`src/rtl/timer_6502.sv`:
```
// 16-bit programmable interval timer slave for the 6502 SoC bus (page 3).
// Optional prescaler enabled by defining TIMER_PRESCALE_EN.
module timer_6502 #(
  parameter logic [15:0] RELOAD_RST = 16'hFFFF
) (
  input  logic       clk,
  input  logic       reset,
  input  logic       cs,
  input  logic       we,
  input  logic [1:0] rs,
  input  logic [7:0] din,
  output logic [7:0] dout,
  output logic       irq
);

  logic [15:0] cnt, reload;
  logic [7:0]  hi_latch, rdata;
  logic        en, ie, cont, if_flag;
  logic [1:0]  ps;
  logic        tick, underflow;
  logic        bus_wr, bus_rd, wr_lo, wr_hi, wr_ctrl, wr_stat;

  assign bus_wr  = cs & we;
  assign bus_rd  = cs & ~we;
  assign wr_lo   = bus_wr & (rs == 2'd0);
  assign wr_hi   = bus_wr & (rs == 2'd1);
  assign wr_ctrl = bus_wr & (rs == 2'd2);
  assign wr_stat = bus_wr & (rs == 2'd3);

`ifdef TIMER_PRESCALE_EN
  logic [7:0] prescaler, mask;

  always_comb begin
    mask = 8'h00;
    case (ps)
      2'd0: mask = 8'h00;
      2'd1: mask = 8'h07;
      2'd2: mask = 8'h3F;
      2'd3: mask = 8'hFF;
      default: mask = 8'h00;
    endcase
  end

  assign tick = (prescaler & mask) == mask;

  // Restarting the prescaler on any CTRL write makes the first period deterministic.
  always_ff @(posedge clk) begin
    if (reset)        prescaler <= 8'h00;
    else if (wr_ctrl) prescaler <= 8'h00;
    else              prescaler <= prescaler + 8'd1;
  end

  always_ff @(posedge clk) begin
    if (reset)        ps <= 2'd0;
    else if (wr_ctrl) ps <= din[5:4];
  end
`else
  assign tick = 1'b1;
  assign ps   = 2'd0;
`endif

  assign underflow = en & tick & (cnt == 16'd0);

  // A HI write reloads the counter and beats any same-cycle tick.
  always_ff @(posedge clk) begin
    if (reset) begin
      cnt    <= RELOAD_RST;
      reload <= RELOAD_RST;
    end else begin
      if (wr_lo) reload[7:0] <= din;
      if (wr_hi) begin
        reload[15:8] <= din;
        cnt          <= {din, reload[7:0]};
      end else if (en && tick) begin
        if (cnt != 16'd0) cnt <= cnt - 16'd1;
        else if (cont)    cnt <= reload;
      end
    end
  end

  // IF priority: load clear > underflow set > status clear.
  always_ff @(posedge clk) begin
    if (reset)                 if_flag <= 1'b0;
    else if (wr_hi)            if_flag <= 1'b0;
    else if (underflow)        if_flag <= 1'b1;
    else if (wr_stat && din[7]) if_flag <= 1'b0;
  end

  always_ff @(posedge clk) begin
    if (reset) begin
      en   <= 1'b0;
      ie   <= 1'b0;
      cont <= 1'b0;
    end else if (wr_ctrl) begin
      en   <= din[0];
      ie   <= din[1];
      cont <= din[2];
    end else if (underflow && !cont) begin
      en <= 1'b0;
    end
  end

  always_comb begin
    rdata = 8'h00;
    case (rs)
      2'd0: rdata = cnt[7:0];
      2'd1: rdata = hi_latch;
      2'd2: rdata = {2'b00, ps, 1'b0, cont, ie, en};
      2'd3: rdata = {if_flag, 6'b0, en};
      default: rdata = 8'h00;
    endcase
  end

  // LO read snapshots the high byte so a following HI read is tear-free.
  always_ff @(posedge clk) begin
    if (reset) begin
      dout     <= 8'h00;
      hi_latch <= 8'h00;
    end else if (bus_rd) begin
      dout <= rdata;
      if (rs == 2'd0) hi_latch <= cnt[15:8];
    end
  end

  assign irq = if_flag & ie;

endmodule

```
`config.mk`:
```
export PLATFORM = sky130hd
export DESIGN_NAME = timer_6502
export DESIGN_NICKNAME = d
export VERILOG_FILES = /design/src/rtl/timer_6502.sv
export SDC_FILE = /design/constraint.sdc
export NUM_CORES = 1
export LEC_CHECK = 0
export BUFFER_PORTS_ARGS = -buffer_cell sky130_fd_sc_hd__clkbuf_2
export CORE_MARGIN = 4
export CORE_UTILIZATION = 49
export DETAILED_ROUTE_END_ITERATION = 10
export MAX_ROUTING_LAYER = met4
export PLACE_DENSITY = 0.79
export SETUP_SLACK_MARGIN = 0.05
export SLEW_MARGIN = 20
export SYNTH_ARGS = -nofsm -noshare
export SYNTH_HDL_FRONTEND = slang
export SYNTH_SLANG_ARGS = --single-unit
```
`constraint.sdc`:
```
create_clock -name clk -period 3 [get_ports clk]
set_clock_uncertainty 0.1 [all_clocks]
set_input_delay 0.3 -clock clk [delete_from_list [all_inputs] [get_ports clk]]
set_output_delay 0.3 -clock clk [all_outputs]
set_load 0.03 [all_outputs]
```
==> qor.yml, run 1 <==
ctsResizeCount: 0
cts_tree: "built"
synth-seq-area-share_pct: 38.6
antenna_cells: 0
syn_inst: 319
cp.required_ns: 3.08
grtUsageTotal_pct: 22.9
routed_wl_mm: 6.86
stdcell_count: 404
dr.pass1.iters: 6
finish.utilization_pct: 56.3
numCtsBuffers: 5
max-slew-margin-rel_pct: 43.9
drv_cap: 0
area_growth_pct: 8.78
finalNetCount: 349
vias: 2506
cts.reportedPaths.clkPinSlew_ns: 0.09
num_rows: 26
max-vdd-ir-drop_v: 0.000332
fmax_mhz: 463
critPathCaptureType: "flop"
ys.flop_type: "dfxtp_1"
grt_antenna_before_repair: 0
clkLatencyLatePin_ns: 0.31
ys_types: 63
hold_class: "input pin to flop"
grt_pass1_vias: 2374
synth_edf_count: 0
rr_worst_depth: 7
grt_max_degree: 34
post-route-period-util_pct: 72.0
numClockSinks: 52
drt_iter0_drc: 231
clockRootBuffer: "clkbuf_8"
rsz0062_at_grt: "no"
power.density_nw_per_um2: 462
crit_type: "flop to flop"
ys_warn_count: 0
fin_ws_ns: 0.840
power_mw: 1.35
syn_area_per_cell_um2: 8.44
post_cts_buffers: 0
tns_ns: 0
io_pins: 23
die-area_um2: 6750
core-area_um2: 5200
routedWlPerCell_um: 17.0
hold_depth: 3
worst_slew_pin_slew_ns: 0.836
critPathLaunchType: "flop"
synth.top_cell.area_share_pct: 38.6
grt_overflow: 0
setup_viol: 0
clk_path_buf_depth: 2
synth_area_um2: 2690
cp_max_fo: 13
ys_seq_elements: 52
ant_nets: 0
slew_violations: 0
synth_top_cell_by_area: "dfxtp_1"
period_minus_slack_ns: 2.16
pre_cts_ws_ns: 0.894
io_buffers: 22
die_h_um: 82.1
status: "finished, final reports clean"
hold_viol: 0
drive_gt1_share_pct: 15.9
crit_slowest_cell: "dfxtp_1"
fp.dieW_um: 82.1
post_drt_via_cell_ratio: 6.20
synth_common_cells: "nand2_1 (53), dfxtp_1 (52), nor2_1 (23)"
synth.most_common_cell: "nand2_1"
fillers: 509
ys_async_sr_fraction_pct: 0
drc_errors: 0
initial_core_util_pct: 51.8
crit_chain: "inv_1 > ha_1 > nor4b_4 > nand4_4 > o21a_1 > a211oi_1 > o21ai_1"
placed_cells: 396
htree_levels: 2
hpwlAfterDp_mm: 4.78
synth_area_leaders: "dfxtp_1 (39%), nand2_1 (7.4%), a21oi_1 (4.1%)"
gp_congestion: 0.928
synth_nets: 335
postCtsHoldBufs: 0
p_leak_nw: 1.23
slowest_delay_ns: 0.39
cp.arrival_ns: 2.24
grt_pass1_wl_mm: 11.7
==> area by class of cell <==
class / count / area [um^2] / share of cell area (%)
repair buffers: 25 / 133 / 4.53
well taps: 70 / 87.6 / 2.99
flip-flops and latches: 52 / 1040 / 35.5
inverters: 12 / 45.0 / 1.54
clock buffers: 6 / 72.6 / 2.48
clock inverters: 2 / 35.0 / 1.20
multi-input cells: 237 / 1520 / 51.8
==> cell families (layout without fill, tap and decap cells) <==
logic type	count (synthesis)	in the layout	synth area share [%]
fa+ha+maj	2	2	0.929
simple gates	132	132	27.8
buf+inv	30	45	5.06
flops	52	52	38.6
mux	14	14	5.39
xor+xnor	4	4	1.30
compound gates	85	85	20.9
==> sequential cells by signal (all words and copies together) (netlist names) <==
| register | count |
|---|---|
| cnt | 16 |
| cont | 1 |
| dout | 8 |
| en | 1 |
| hi_latch | 8 |
| ie | 1 |
| if_flag | 1 |
| reload | 16 |
==> routing by layer <==
layer  GRT usage, %  share of wire (%)
met1           30.4                 44
met2           35.0                 46
met3           4.88                8.6
met4           7.14                1.5
met5              -                  0
==> power breakdown <==
| group | switching (mW) | total, mW | internal (mW) |
|---|---|---|---|
| Clock | 0.235 | 0.483 | 0.248 |
| Combinational | 0.0835 | 0.133 | 0.0494 |
| Sequential | 0.0249 | 0.739 | 0.714 |
==> metrics by stage <==
stage	instance area [um^2]	hold slack, ns
floorplan	2690	0.300
global placement	2820	0.327
detailed placement	2820	0.334
CTS	2930	0.138
global route	2930	0.160
finish	2930	0.140
==> path summary, 6_finish.rpt <==
path	from	end	slack, ns
max	cnt[0]	cnt[4]	0.84
max reg2reg	cnt[0]	cnt[4]	0.84
min reg2reg	reload[14]	reload[14]	0.34
min	din[5]	reload[5]	0.14
==> critical path, delay by kind of cell, from the launching register on <==
family | cells | cell delay (ns)
DFF | 1 | 0.39
and+or+nand+nor | 2 | 0.58
adders and majority gates | 1 | 0.16
buffers and inverters | 1 | 0.11
AOI/OAI and AO/OA | 3 | 0.70
==> cells in the final DEF (no fill, tap or decap), drive strengths merged, types with 2 or more instances in the layout <==
master	Yosys	layout
a211oi	4	4
a21o	5	5
a21oi	22	22
a22oi	4	4
a31oi	3	3
a32oi	3	3
and2	3	3
and3	2	2
and4	3	3
buf	8	3
clkbuf	10	28
dfxtp	52	52
ha	2	2
inv	12	12
mux2	4	4
mux2i	10	10
nand2	54	54
nand2b	4	4
nand3	11	11
nand4	4	4
nor2	24	24
nor2b	2	2
nor3	12	12
nor3b	3	3
nor4	4	4
o211ai	8	8
o21ai	23	23
o31ai	2	2
or3b	2	2
xnor2	2	2
xor2	2	2
Note: power is estimated with default switching activity, not from simulation.
==> run 2, diff against run 1 <==
==> constraint.sdc (replaced) <==
create_clock -name clk -period 2.24 [get_ports clk]
set_clock_uncertainty 0.1 [all_clocks]
set_input_delay 0.224 -clock clk [delete_from_list [all_inputs] [get_ports clk]]
set_output_delay 0.224 -clock clk [all_outputs]
set_load 0.03 [all_outputs]
==> run 2 against run 1 <==
- final cell count is 5.0% higher
- via count is 2.0% higher
- first-iteration DRC count is 7.4% higher
- maximum frequency is 1.6% higher
- non-clock buffer count is 21 higher
- sequential power is 33% higher
- largest cell class unchanged
- clock-buffer cell count is 1 higher
==> qor.yml, run 2 (synthesis results as in run 1) <==
max-vdd-ir-drop_v: 0.000288  # -13%
cp_max_fo: 7  # -6
final_cell_mix: "nand2_1 (53), dfxtp_1 (52), buf_4 (24), nor2_1 (23)"
num_rows: 26  # unchanged
crit_type: "flop to flop"
die-area_um2: 6750  # unchanged
power_mw: 1.76  # +30%
ant_nets: 0  # unchanged
grt_pass1_wl_mm: 11.8  # +0.83%
io_pins: 23  # unchanged
htree_levels: 2  # unchanged
clkLatencyLatePin_ns: 0.31  # about the same
cp-endpoint: "cnt[10]"
status: "finished, final reports clean"
post_dp_cell_area_um2: 2940  # +4.3%
post-route-period-util_pct: 94.9  # +23 points
clockRootBuffer: "clkbuf_8"
cts_tree: "built"
max-slew-margin-rel_pct: 62.7  # +19 points
cp.arrival_ns: 2.23  # about the same
post_drt_via_cell_ratio: 6.03  # -2.9%
setup_viol: 0  # unchanged
hold_class: "input pin to flop"
grt_pass1_vias: 2393  # +0.80%
period_minus_slack_ns: 2.13  # -0.0334 ns
power.density_nw_per_um2: 571  # +24%
rr_worst_depth: 7  # unchanged
drive_gt1_share_pct: 20.9  # +5.0 points
fmax_mhz: 470  # +1.6%
slew_violations: 0  # unchanged
antenna_cells: 0  # unchanged
largestRegisters: "cnt (16), reload (16)"
vias: 2555  # +2.0%
drt_iter0_drc: 248  # +7.4%
grt_overflow: 0  # unchanged
numCtsBuffers: 5  # unchanged
grt_antenna_before_repair: 0  # unchanged
grt_max_degree: 21  # -38%
clk_path_buf_depth: 2  # unchanged
ff2ff_setup_slack_ns: 0.11  # -0.73 ns
routed_wl_mm: 7.15  # +4.3%
core-area_um2: 5200  # unchanged
placed_cells: 412  # +4.0%
cts.reportedPaths.clkPinSlew_ns: 0.10  # about the same
finalNetCount: 370  # +6.0%
hpwlAfterDp_mm: 5.14  # +7.4%
rsz0062_at_grt: "yes"
drc_errors: 0  # unchanged
r2r-end: "cnt[10]"
numClockSinks: 52  # unchanged
initial_core_util_pct: 51.8  # unchanged
stdcell_area_um2: 3080  # +5.0%
dr.pass1.iters: 5  # -1
r2r_start: "cnt[0]"
stdcell_count: 424  # +5.0%
ctsResizeCount: 0  # unchanged
io_buffers: 22  # unchanged
critPathCaptureType: "flop"
critPathLaunchType: "flop"
cp.required_ns: 2.35  # -0.73 ns
hold_viol: 0  # unchanged
hold_depth: 3  # unchanged
area_growth_pct: 14.2
worst_slew_pin_slew_ns: 0.559  # -0.277 ns
routedWlPerCell_um: 16.9  # -0.62%
p_leak_nw: 1.32  # +7.5%
crit_start: "cnt[0]"
final_common_cell: "nand2_1"
drv_cap: 0  # unchanged
postCtsHoldBufs: 0  # unchanged
fp.dieW_um: 82.1  # unchanged
die_h_um: 82.1  # unchanged
grtUsageTotal_pct: 23.7  # +0.81 points
gp_congestion: 1.02  # +9.6%
[run 2: metrics by stage]
| step | setup TNS (ns) | utilization [%] | setup slack (ns) | hold slack (ns) |
|---|---|---|---|---|
| floorplan | 0 | - | 0.467 | 0.224 |
| global placement | 0 | 56.5 | 0.222 | 0.329 |
| detailed placement | 0 | 56.5 | 0.174 | 0.342 |
| CTS | 0 | 58.4 | 0.152 | 0.0471 |
| global route | -0.00182 | 59.1 | -0.00182 | 0.0701 |
| finish | 0 | 59.1 | 0.113 | 0.0570 |
[run 2: critical path, stage by stage, from the launching register on]
cell and delay (ns):
dfxtp_1 0.39, inv_1 0.11, ha_1 0.25, nor3b_2 0.50, nand3_1 0.20, xor2_1 0.16, o221ai_1 0.13, a21o_1 0.17
[run 2: how the worst min path moves through the flow]
stage / start / end / slack, ns
2_1_floorplan: reset / reload[10] / 0.22
3_3_place_gp: reload[11] / reload[11] / 0.33
3_5_place_dp: reload[14] / reload[14] / 0.34
4_1_cts: din[5] / reload[5] / 0.05
5_1_grt: din[1] / reload[9] / 0.07
6_report: din[4] / reload[4] / 0.06
[run 2: power by group]
| group | leakage (nW) | switching [mW] | internal, mW |
|---|---|---|---|
| Clock | 0.0503 | 0.301 | 0.276 |
| Sequential | 0.424 | 0.0279 | 0.956 |
| Combinational | 0.845 | 0.119 | 0.0769 |
| Total | 1.32 | 0.448 | 1.31 |
[run 2: final cells by class]
| class | count | area (um^2) |
|---|---|---|
| Fill cell | 478 | 2130 |
| Multi-Input combinational cell | 237 | 1520 |
| Sequential cell | 52 | 1040 |
| Timing Repair Buffer | 46 | 290 |
| Clock buffer | 7 | 96.3 |
| Tap cell | 70 | 87.6 |
| Inverter | 12 | 45.0 |
[run 2: per-layer routing]
metal | track usage, % | wire (um) | vias up
li1 | - | - | 1220
met1 | 31.0 | 3160 | 1200
met2 | 37.4 | 3330 | 121
met3 | 4.34 | 570 | 14
met4 | 7.14 | 95 | 0
met5 | - | 0 | -
[run 2: what timing repair did]
| item | CTS | global route |
|---|---|---|
| buffers inserted | 0 | 5 |
| hold endpoints to repair | 0 | 0 |
| endpoints found under the setup margin | 0 | 5 |
